===== config.mk =====
export PLATFORM = sky130hd
export DESIGN_NAME = atcaxi2tluh500_id_alloc
export DESIGN_NICKNAME = d
export VERILOG_FILES = /design/src/rtl/atcaxi2tluh500_id_alloc.sv
export SDC_FILE = /design/constraint.sdc
export NUM_CORES = 1
export LEC_CHECK = 0
export ABC_AREA = 1
export BUFFER_PORTS_ARGS = -buffer_cell sky130_fd_sc_hd__buf_2
export CAP_MARGIN = 30
export CORE_AREA = 2 2 39 41
export DETAILED_ROUTE_END_ITERATION = 10
export DIE_AREA = 0 0 41 43
export HOLD_SLACK_MARGIN = 0.12
export PLACE_DENSITY = 0.81
export SKIP_CTS_REPAIR_TIMING = 1
export SYNTH_ARGS = -nofsm -noshare
export SYNTH_HDL_FRONTEND = slang
export SYNTH_SLANG_ARGS = --single-unit

===== constraint.sdc =====
create_clock -name aclk -period 4.8 [get_ports aclk]
set_input_delay 0 -clock aclk [delete_from_list [all_inputs] [get_ports aclk]]
set_output_delay 0 -clock aclk [all_outputs]
set_load 0.05 [all_outputs]

===== src/rtl/atcaxi2tluh500_id_alloc.sv =====
// Free-slot (source ID) allocator: busy tracking, registered offer with
// lowest-first or round-robin selection, occupancy count and illegal-free flag.
module atcaxi2tluh500_id_alloc #(
   parameter int unsigned N  = 4,
   parameter bit          RR = 1'b0
) (
   input  logic                                    aclk,
   input  logic                                    reset,
   output logic                                    alloc_valid,
   input  logic                                    alloc_ready,
   output logic [((N > 2) ? $clog2(N) : 1)-1:0]    alloc_id,
   input  logic                                    free_valid,
   input  logic [((N > 2) ? $clog2(N) : 1)-1:0]    free_id,
   output logic [N-1:0]                            busy,
   output logic [((N > 2) ? $clog2(N) : 1):0]      busy_cnt,
   output logic                                    full,
   output logic                                    empty,
   output logic                                    free_err,
   input  logic                                    err_clr
);

   localparam int unsigned W  = (N > 2) ? $clog2(N) : 1;
   localparam int unsigned CW = W + 1;

   logic [N-1:0]  busy_q,  busy_d;
   logic [CW-1:0] cnt_q,   cnt_d;
   logic          full_q,  full_d;
   logic          empty_q, empty_d;
   logic          valid_q, valid_d;
   logic [W-1:0]  id_q,    id_d;
   logic [W-1:0]  ptr_q,   ptr_d;
   logic          err_q,   err_d;

   // Index of the lowest zero bit: isolate it with ~b & (b+1), then encode.
   function automatic logic [W-1:0] lowest_zero(input logic [N-1:0] b);
      logic [N-1:0] oh;
      logic [W-1:0] idx;
      oh  = ~b & (b + N'(1));
      idx = '0;
      for (int unsigned i = 0; i < N; i++) begin
         if (oh[i]) idx = W'(i);
      end
      return idx;
   endfunction

   // Next-state: legal events, busy/count update, next offer selection.
   always_comb begin
      logic          fire;
      logic          free_hit;
      logic          free_legal;
      logic [N-1:0]  alloc_oh;
      logic [N-1:0]  free_oh;
      logic [W-1:0]  start;
      logic [N-1:0]  rot;
      logic [W-1:0]  rot_idx;
      logic [CW-1:0] sum;
      logic [W-1:0]  sel;

      fire       = valid_q & alloc_ready;
      free_hit   = 1'b0;
      alloc_oh   = '0;
      free_oh    = '0;
      start      = '0;
      rot        = '0;
      rot_idx    = '0;
      sum        = '0;
      sel        = '0;

      // free_id may exceed N-1 when N is not a power of two; decode by loop.
      for (int unsigned i = 0; i < N; i++) begin
         if (free_id == W'(i) && busy_q[i]) free_hit = 1'b1;
         if (free_id == W'(i)) free_oh[i] = 1'b1;
         if (id_q == W'(i)) alloc_oh[i] = fire;
      end
      free_legal = free_valid & free_hit;
      if (!free_legal) free_oh = '0;

      busy_d  = (busy_q | alloc_oh) & ~free_oh;
      cnt_d   = cnt_q + CW'(fire) - CW'(free_legal);
      full_d  = (cnt_d == CW'(N));
      empty_d = (cnt_d == '0);
      ptr_d   = fire ? id_q : ptr_q;

      if (RR) begin
         start   = (ptr_d == W'(N - 1)) ? '0 : ptr_d + W'(1);
         rot     = N'({busy_d, busy_d} >> start);
         rot_idx = lowest_zero(rot);
         sum     = CW'(rot_idx) + CW'(start);
         if (sum >= CW'(N)) sum = sum - CW'(N);
         sel     = W'(sum);
      end else begin
         sel     = lowest_zero(busy_d);
      end

      valid_d = ~&busy_d;
      id_d    = valid_d ? sel : id_q;

      // Set wins over clear.
      err_d = err_q;
      if (err_clr) err_d = 1'b0;
      if (free_valid && !free_legal) err_d = 1'b1;
   end

   // State registers with synchronous reset.
   always_ff @(posedge aclk) begin
      if (reset) begin
         busy_q  <= '0;
         cnt_q   <= '0;
         full_q  <= 1'b0;
         empty_q <= 1'b1;
         valid_q <= 1'b0;
         id_q    <= '0;
         ptr_q   <= W'(N - 1);
         err_q   <= 1'b0;
      end else begin
         busy_q  <= busy_d;
         cnt_q   <= cnt_d;
         full_q  <= full_d;
         empty_q <= empty_d;
         valid_q <= valid_d;
         id_q    <= id_d;
         ptr_q   <= ptr_d;
         err_q   <= err_d;
      end
   end

   assign alloc_valid = valid_q;
   assign alloc_id    = id_q;
   assign busy        = busy_q;
   assign busy_cnt    = cnt_q;
   assign full        = full_q;
   assign empty       = empty_q;
   assign free_err    = err_q;

endmodule


; After elaboration in Yosys (flattened, before gate mapping)
; Cells that the tools add are included.
[op_classes]
bitwise = 7
n_addsub = 3
eq_ne = 7
muxes = 18
n_reduce_logical = 12
[op_table]
columns = cell, n
row1 = two-way mux 1 bit, 15
row2 = bitwise AND 4 bit, 2
row3 = equality test 2 bit (second input constant), 4
row4 = inverter 4 bit, 2
row5 = logical AND 1 bit, 5
row6 = adder 4 x 1 -> 4 bit (second input constant), 1
row7 = equality test 2 x 1 -> 1 bit (second input constant), 2
row8 = zero test 2 bit, 2
row9 = two-way mux 2 bit, 2
row10 = two-way mux 4 bit, 1
row11 = OR 4 bit, 1
row12 = AND reduction 4 bit, 1
row13 = adder 3 x 1 -> 3 bit, 1
row14 = equality test 3 bit (second input constant), 1
row15 = zero test 3 bit, 1
row16 = subtractor 3 x 1 -> 3 bit, 1
row17 = bitwise AND 1 bit, 2
row18 = zero test 1 bit, 2
row19 = nonzero test 2 bit, 1
[totals]
elab_cells = 54
out_inout_bits = 13
regBits = 13
input_bits = 7

; Logic depth before layout (Yosys ltp)
[depth]
ltp_word = 15
mapped_depth = 13
ltp_nobuf = 13

; Least setup slack after synthesis
; Ideal clock, no wire load.
[synth_path]
path_type = reg2reg
startpoint = register busy_q[1] (netlist: busy[1])
endpoint = register full_q (netlist: full)
stages_incl_launch_ff = 13
n_path_buf = 0
setup_slack_ns = 2.583
synth_period_minus_slack_ns = 2.217
setup_time_ns = 0.064
arrival_time_ns = 2.153
required_time_ns = 4.736
cell_sequence = dfxtp_1 > nand3_1 > nand2_2 > nor2_2 > nor2_2 > ha_1 > inv_1 > ha_1 > inv_1 > fa_1 > xnor2_1 > nand2_1 > nor2_1
[synth_between]
elab_chain_cells = 7
[synth_rtl]
columns = item, line
row1 = start: declaration, 25  ; logic [N-1:0] busy_q, busy_d;
row2 = start signal: assignment, 116  ; busy_q <= busy_d;
row3 = logical AND 1 bit, 71  ; if (free_id == W'(i) && busy_q[i]) free_hit = 1'b1;
row4 = two-way mux 1 bit (3 in series), 71
row5 = bitwise AND 1 bit, 75  ; free_legal = free_valid & free_hit;
row6 = subtractor 3 x 1 -> 3 bit, 79  ; cnt_d = cnt_q + CW'(fire) - CW'(free_legal);
row7 = equality test 3 bit, 80  ; full_d = (cnt_d == CW'(N));
row8 = end signal: assignment, 118  ; full_q <= full_d;
row9 = end: declaration, 27  ; logic full_q, full_d;
; No other way between the ends.
; A chain may end at the register's enable or synchronous reset.

; Final worst setup path
[layout_path]
startpoint = register busy_q[3] (netlist: busy[3])
endpoint = register full_q (netlist: full)
[layout_between]
elab_chain_cells = 5
[layout_rtl]
columns = item, line
row1 = logical AND 1 bit, 71
row2 = two-way mux 1 bit, 71
row3 = bitwise AND 1 bit, 75
row4 = subtractor 3 x 1 -> 3 bit, 79
row5 = equality test 3 bit, 80
; No other way between the ends.

==> results.txt <==
----------------------------------------------------
[Run status]
  Status ... completed

[Global routing]
  Global-route wire length before repair ... between 1500 and 2000 um
  Global-route total usage across every layer ... between 10% and 20%
  Congestion Overflow GR ... 0
  Vias in the first global route ... ~540
  Largest net degree at the start of global routing ... 9
  Number of antenna violations at the first check in global routing ... 0

[Detailed routing]
  Vias ... 604
  Avg Vias per Cell ... 4.68
  Number of DRC violations after detailed-routing iteration 0 ... 8
  Router iterations before antenna repair ... 4
  Residual DRC ... 0
  Wire length per cell ... 9.48 um
  Number of routed nets with antenna violations ... 0
  Total detailed-routing wirelength ... about 1200 um

[Yosys]
  Number of flops mapped to enable cells by yosys ... 0
  Ys async rst share ... 0%
  Fraction of post-synthesis cell area in the top cell type by area ... 39.0%
  Area of the mapped netlist ... 667 um^2
  Commonest cells post-synth ... 17 x sky130_fd_sc_hd__inv_1, 17 x sky130_fd_sc_hd__nand2_1, 13 x sky130_fd_sc_hd__dfxtp_1, 9 x sky130_fd_sc_hd__nand3_1, 9 x sky130_fd_sc_hd__nor2_1
  Top post-synthesis cells by area ... sky130_fd_sc_hd__dfxtp_1 39%, sky130_fd_sc_hd__inv_1 9.6%, sky130_fd_sc_hd__nand2_1 9.6%, sky130_fd_sc_hd__nand3_1 6.8%, sky130_fd_sc_hd__nor2_1 5.1%
  Yosys warnings ... 0
  Flip-flop and latch count after synthesis ... 13
  Leading area contributor after synthesis ... sky130_fd_sc_hd__dfxtp_1
  Sequential share of the synthesized area ... between 30% and 40%
  Count of mapped cells out of synthesis ... 88
  Syn Nets ... 98
  Most used flip-flop cell after synthesis ... sky130_fd_sc_hd__dfxtp_1
  Distinct cells, synth ... 18
  Post-synthesis average cell area ... 7.58 um^2

[Power]
  Power share of the sequential group ... a little under half
  Reported leakage power ... 0.452 nW
  Power share of the combinational group ... roughly 28%
  Proportion of total power due to net switching ... between 30 and 40%
  Areal power density over the cells ... 318 mW/mm^2
  Switching power summed over all nets ... just over 0.09 mW
  Power consumption ... 0.263 mW
  Clock power frac ... 25.8%
  Cell Int Power ... around 0.17 mW
  Max IR drop VDD ... approximately 0.19 mV

[Placed design]
  Number of port buffers ... 19
  Placed standard-cell area ... 771 um^2
  Dpl hpwl ... 979 um
  Cells after DPL ... 122
  Routability congestion estimate ... 0.784
  Worst-case setup slack after placement ... 2.85 ns

[Layout]
  Post-layout instance area ... 827 um^2
  Number of filler cells placed in the layout ... 123
  Proportion of layout cells with a drive suffix above 1 ... 29.2%
  Final cell utilization of the core ... 59.8%
  Footprint of the multi-input gates ... 332 um^2
  Net total in the final layout ... 124
  Final cell count without fillers ... 129
  Flip-flop and latch area ... 260 um^2
  Antenna fix cells ... 0
  Area growth syn-to-layout ... 24.0%

[Worst setup path]
  Worst reg2reg setup slack ... ~2.8 ns
  Worst EP arrival ... roughly 2.2 ns
  Critical-path cell list ... nand3_1 -> nand2_1 -> nor2_2 -> nor2_2 -> ha_1 -> inv_1 -> ha_1 -> inv_1 -> fa_1 -> xnor2_1 -> nand2_1 -> nor2_1
  Required time reported for the critical path endpoint ... 5.02 ns
  Startpoint Class ... flip-flop
  Worst setup path category ... reg2reg
  Length in cells of the worst reg-to-reg path ... 12
  Critical-path cell with the highest stage delay ... sky130_fd_sc_hd__fa_1
  Critical path launch point ... busy[3]$_SDFF_PP0_
  Endpoint of the most critical register-to-register path ... full$_SDFF_PP0_
  Start of the worst register-to-register path ... busy[3]$_SDFF_PP0_
  Critical Path End ... full$_SDFF_PP0_
  Critical Path End Type ... flip-flop
  Critical path fanouts, max ... 3
  Worst stage delay on the critical path ... between 0.3 and 0.4 ns

[Floorplan]
  Core Footprint ... between 0.001 and 0.0015 mm^2
  Height of the die ... about 43 um
  Cell Rows ... 14
  Die Area ... 0.00176 mm^2
  Count of boundary I/O pins ... 20
  Effective utilization at floorplan ... 48.2%
  Die span in x ... roughly 41 um

[CTS]
  TritonCTS buffer count ... 3
  Count of H-tree levels built during CTS ... 1
  CTS sink cnt ... 13
  Clk slew on worst S/H paths ... 0.08 ns
  Clock tree root buffer cell ... sky130_fd_sc_hd__clkbuf_4
  Clock latency of the later-clocked register in the worst-skew pair ... about 0.28 ns
  Clock tree from TritonCTS ... done
  Longest Clk Path Bufs ... 2

[Timing]
  Setup-failing EPs final ... 0
  Least setup slack across all paths after layout ... 2.81 ns
  Final clock skew ... roughly 0.005 ns
  Slew margin rel. ... between 80% and 90%
  WHS ... roughly 0.13 ns
  Max Slew Vio Count ... 0
  Setup total negative slack ... 0 ns
  Final Hold Fails ... 0
  Minimum clock period after layout ... 1.99 ns
  Final critical-path share of the clock period ... 41.4%
  Slew at the pin closest to its max-slew limit ... 0.259 ns
  F_max ... 504 MHz
  RSZ-0062 raised after global routing ... false

[Job]
  Max capacitance violation total ... 0

[Min path]
  Worst Hold Class ... in2reg

----------------------------------------------------
per-layer routing:
metal / routed length (um) / track usage [%] / vias up
met5: 0 / 0 / -
met4: 37 / 12.0 / 0
met3: 51 / 1.57 / 5
met2: 620 / 26.3 / 19
met1: 514 / 18.2 / 265
li1: - / - / 315
critical path, delay by kind of cell, from the launching register on:
| family | cells | cell delay, ns |
|---|---|---|
| XOR/XNOR | 1 | 0.20 |
| flip-flops | 1 | 0.32 |
| AND/OR/NAND/NOR | 6 | 0.54 |
| buffers and inverters | 2 | 0.10 |
| adder cells (fa/ha/maj) | 3 | 0.76 |
registers in the layout, indices dropped and copies added (netlist names):
| register | count |
|---|---|
| alloc_id | 2 |
| alloc_valid | 1 |
| full | 1 |
| free_err | 1 |
| busy_cnt | 3 |
| empty | 1 |
| busy | 4 |
worst min-delay path by stage:
stage / slack [ns] / start / endpoint / cells past startpoint
final: 0.13 / free_valid / busy[2]$_SDFF_PP0_ / 4
after global routing: 0.14 / free_valid / busy[3]$_SDFF_PP0_ / 4
after CTS: -0.03 / err_clr / free_err$_SDFFE_PP0P_ / 4
after detailed placement: 0.27 / err_clr / free_err$_SDFFE_PP0P_ / 4
after global placement: 0.25 / err_clr / free_err$_SDFFE_PP0P_ / 4
after floorplan: 0.14 / free_valid / free_err$_SDFFE_PP0P_ / 2
layout make-up:
cell class | instances | share of cell area, %
Clock buffer | 4 | 3.18
Inverter | 17 | 7.72
Multi-Input combinational cell | 57 | 40.1
Sequential cell | 13 | 31.5
Tap cell | 16 | 2.42
Timing Repair Buffer | 22 | 15.1
layout by cell type (no fill, tap or decap):
master / instances
sky130_fd_sc_hd__a21oi_1: 2
sky130_fd_sc_hd__buf_2: 19
sky130_fd_sc_hd__clkbuf_1: 1
sky130_fd_sc_hd__clkbuf_4: 3
sky130_fd_sc_hd__dfxtp_1: 13
sky130_fd_sc_hd__dlygate4sd3_1: 3
sky130_fd_sc_hd__fa_1: 1
sky130_fd_sc_hd__ha_1: 2
sky130_fd_sc_hd__inv_1: 17
sky130_fd_sc_hd__nand2_1: 17
sky130_fd_sc_hd__nand2_2: 3
sky130_fd_sc_hd__nand2_4: 1
sky130_fd_sc_hd__nand3_1: 9
sky130_fd_sc_hd__nor2_1: 9
sky130_fd_sc_hd__nor2_2: 3
sky130_fd_sc_hd__nor2_4: 2
sky130_fd_sc_hd__o21ai_0: 1
sky130_fd_sc_hd__o21bai_1: 3
sky130_fd_sc_hd__o21bai_2: 1
sky130_fd_sc_hd__or2_2: 1
sky130_fd_sc_hd__xnor2_1: 2
kinds of logic (layout without fill, tap and decap cells):
family          Yosys count  after routing  share of synthesized area [%]
simple gates             45             45                           33.0
buf+inv                  18             43                           11.3
flops                    13             13                           39.0
compound gates            7              7                           7.32
fa+ha+maj                 3              3                           6.75
xor+xnor                  2              2                           2.63
power by group through the flow:
stage	Clock [mW]	Combinational, mW	Sequential (mW)
after global routing	0.0773	0.0804	0.123
after global placement	0	0.0711	0.124
after floorplan	0	0.0259	0.154
after CTS	0.0693	0.0725	0.121
final	0.0679	0.0741	0.121
after detailed placement	0	0.0723	0.124
No activity file was read; power rests on OpenSTA's default activity.
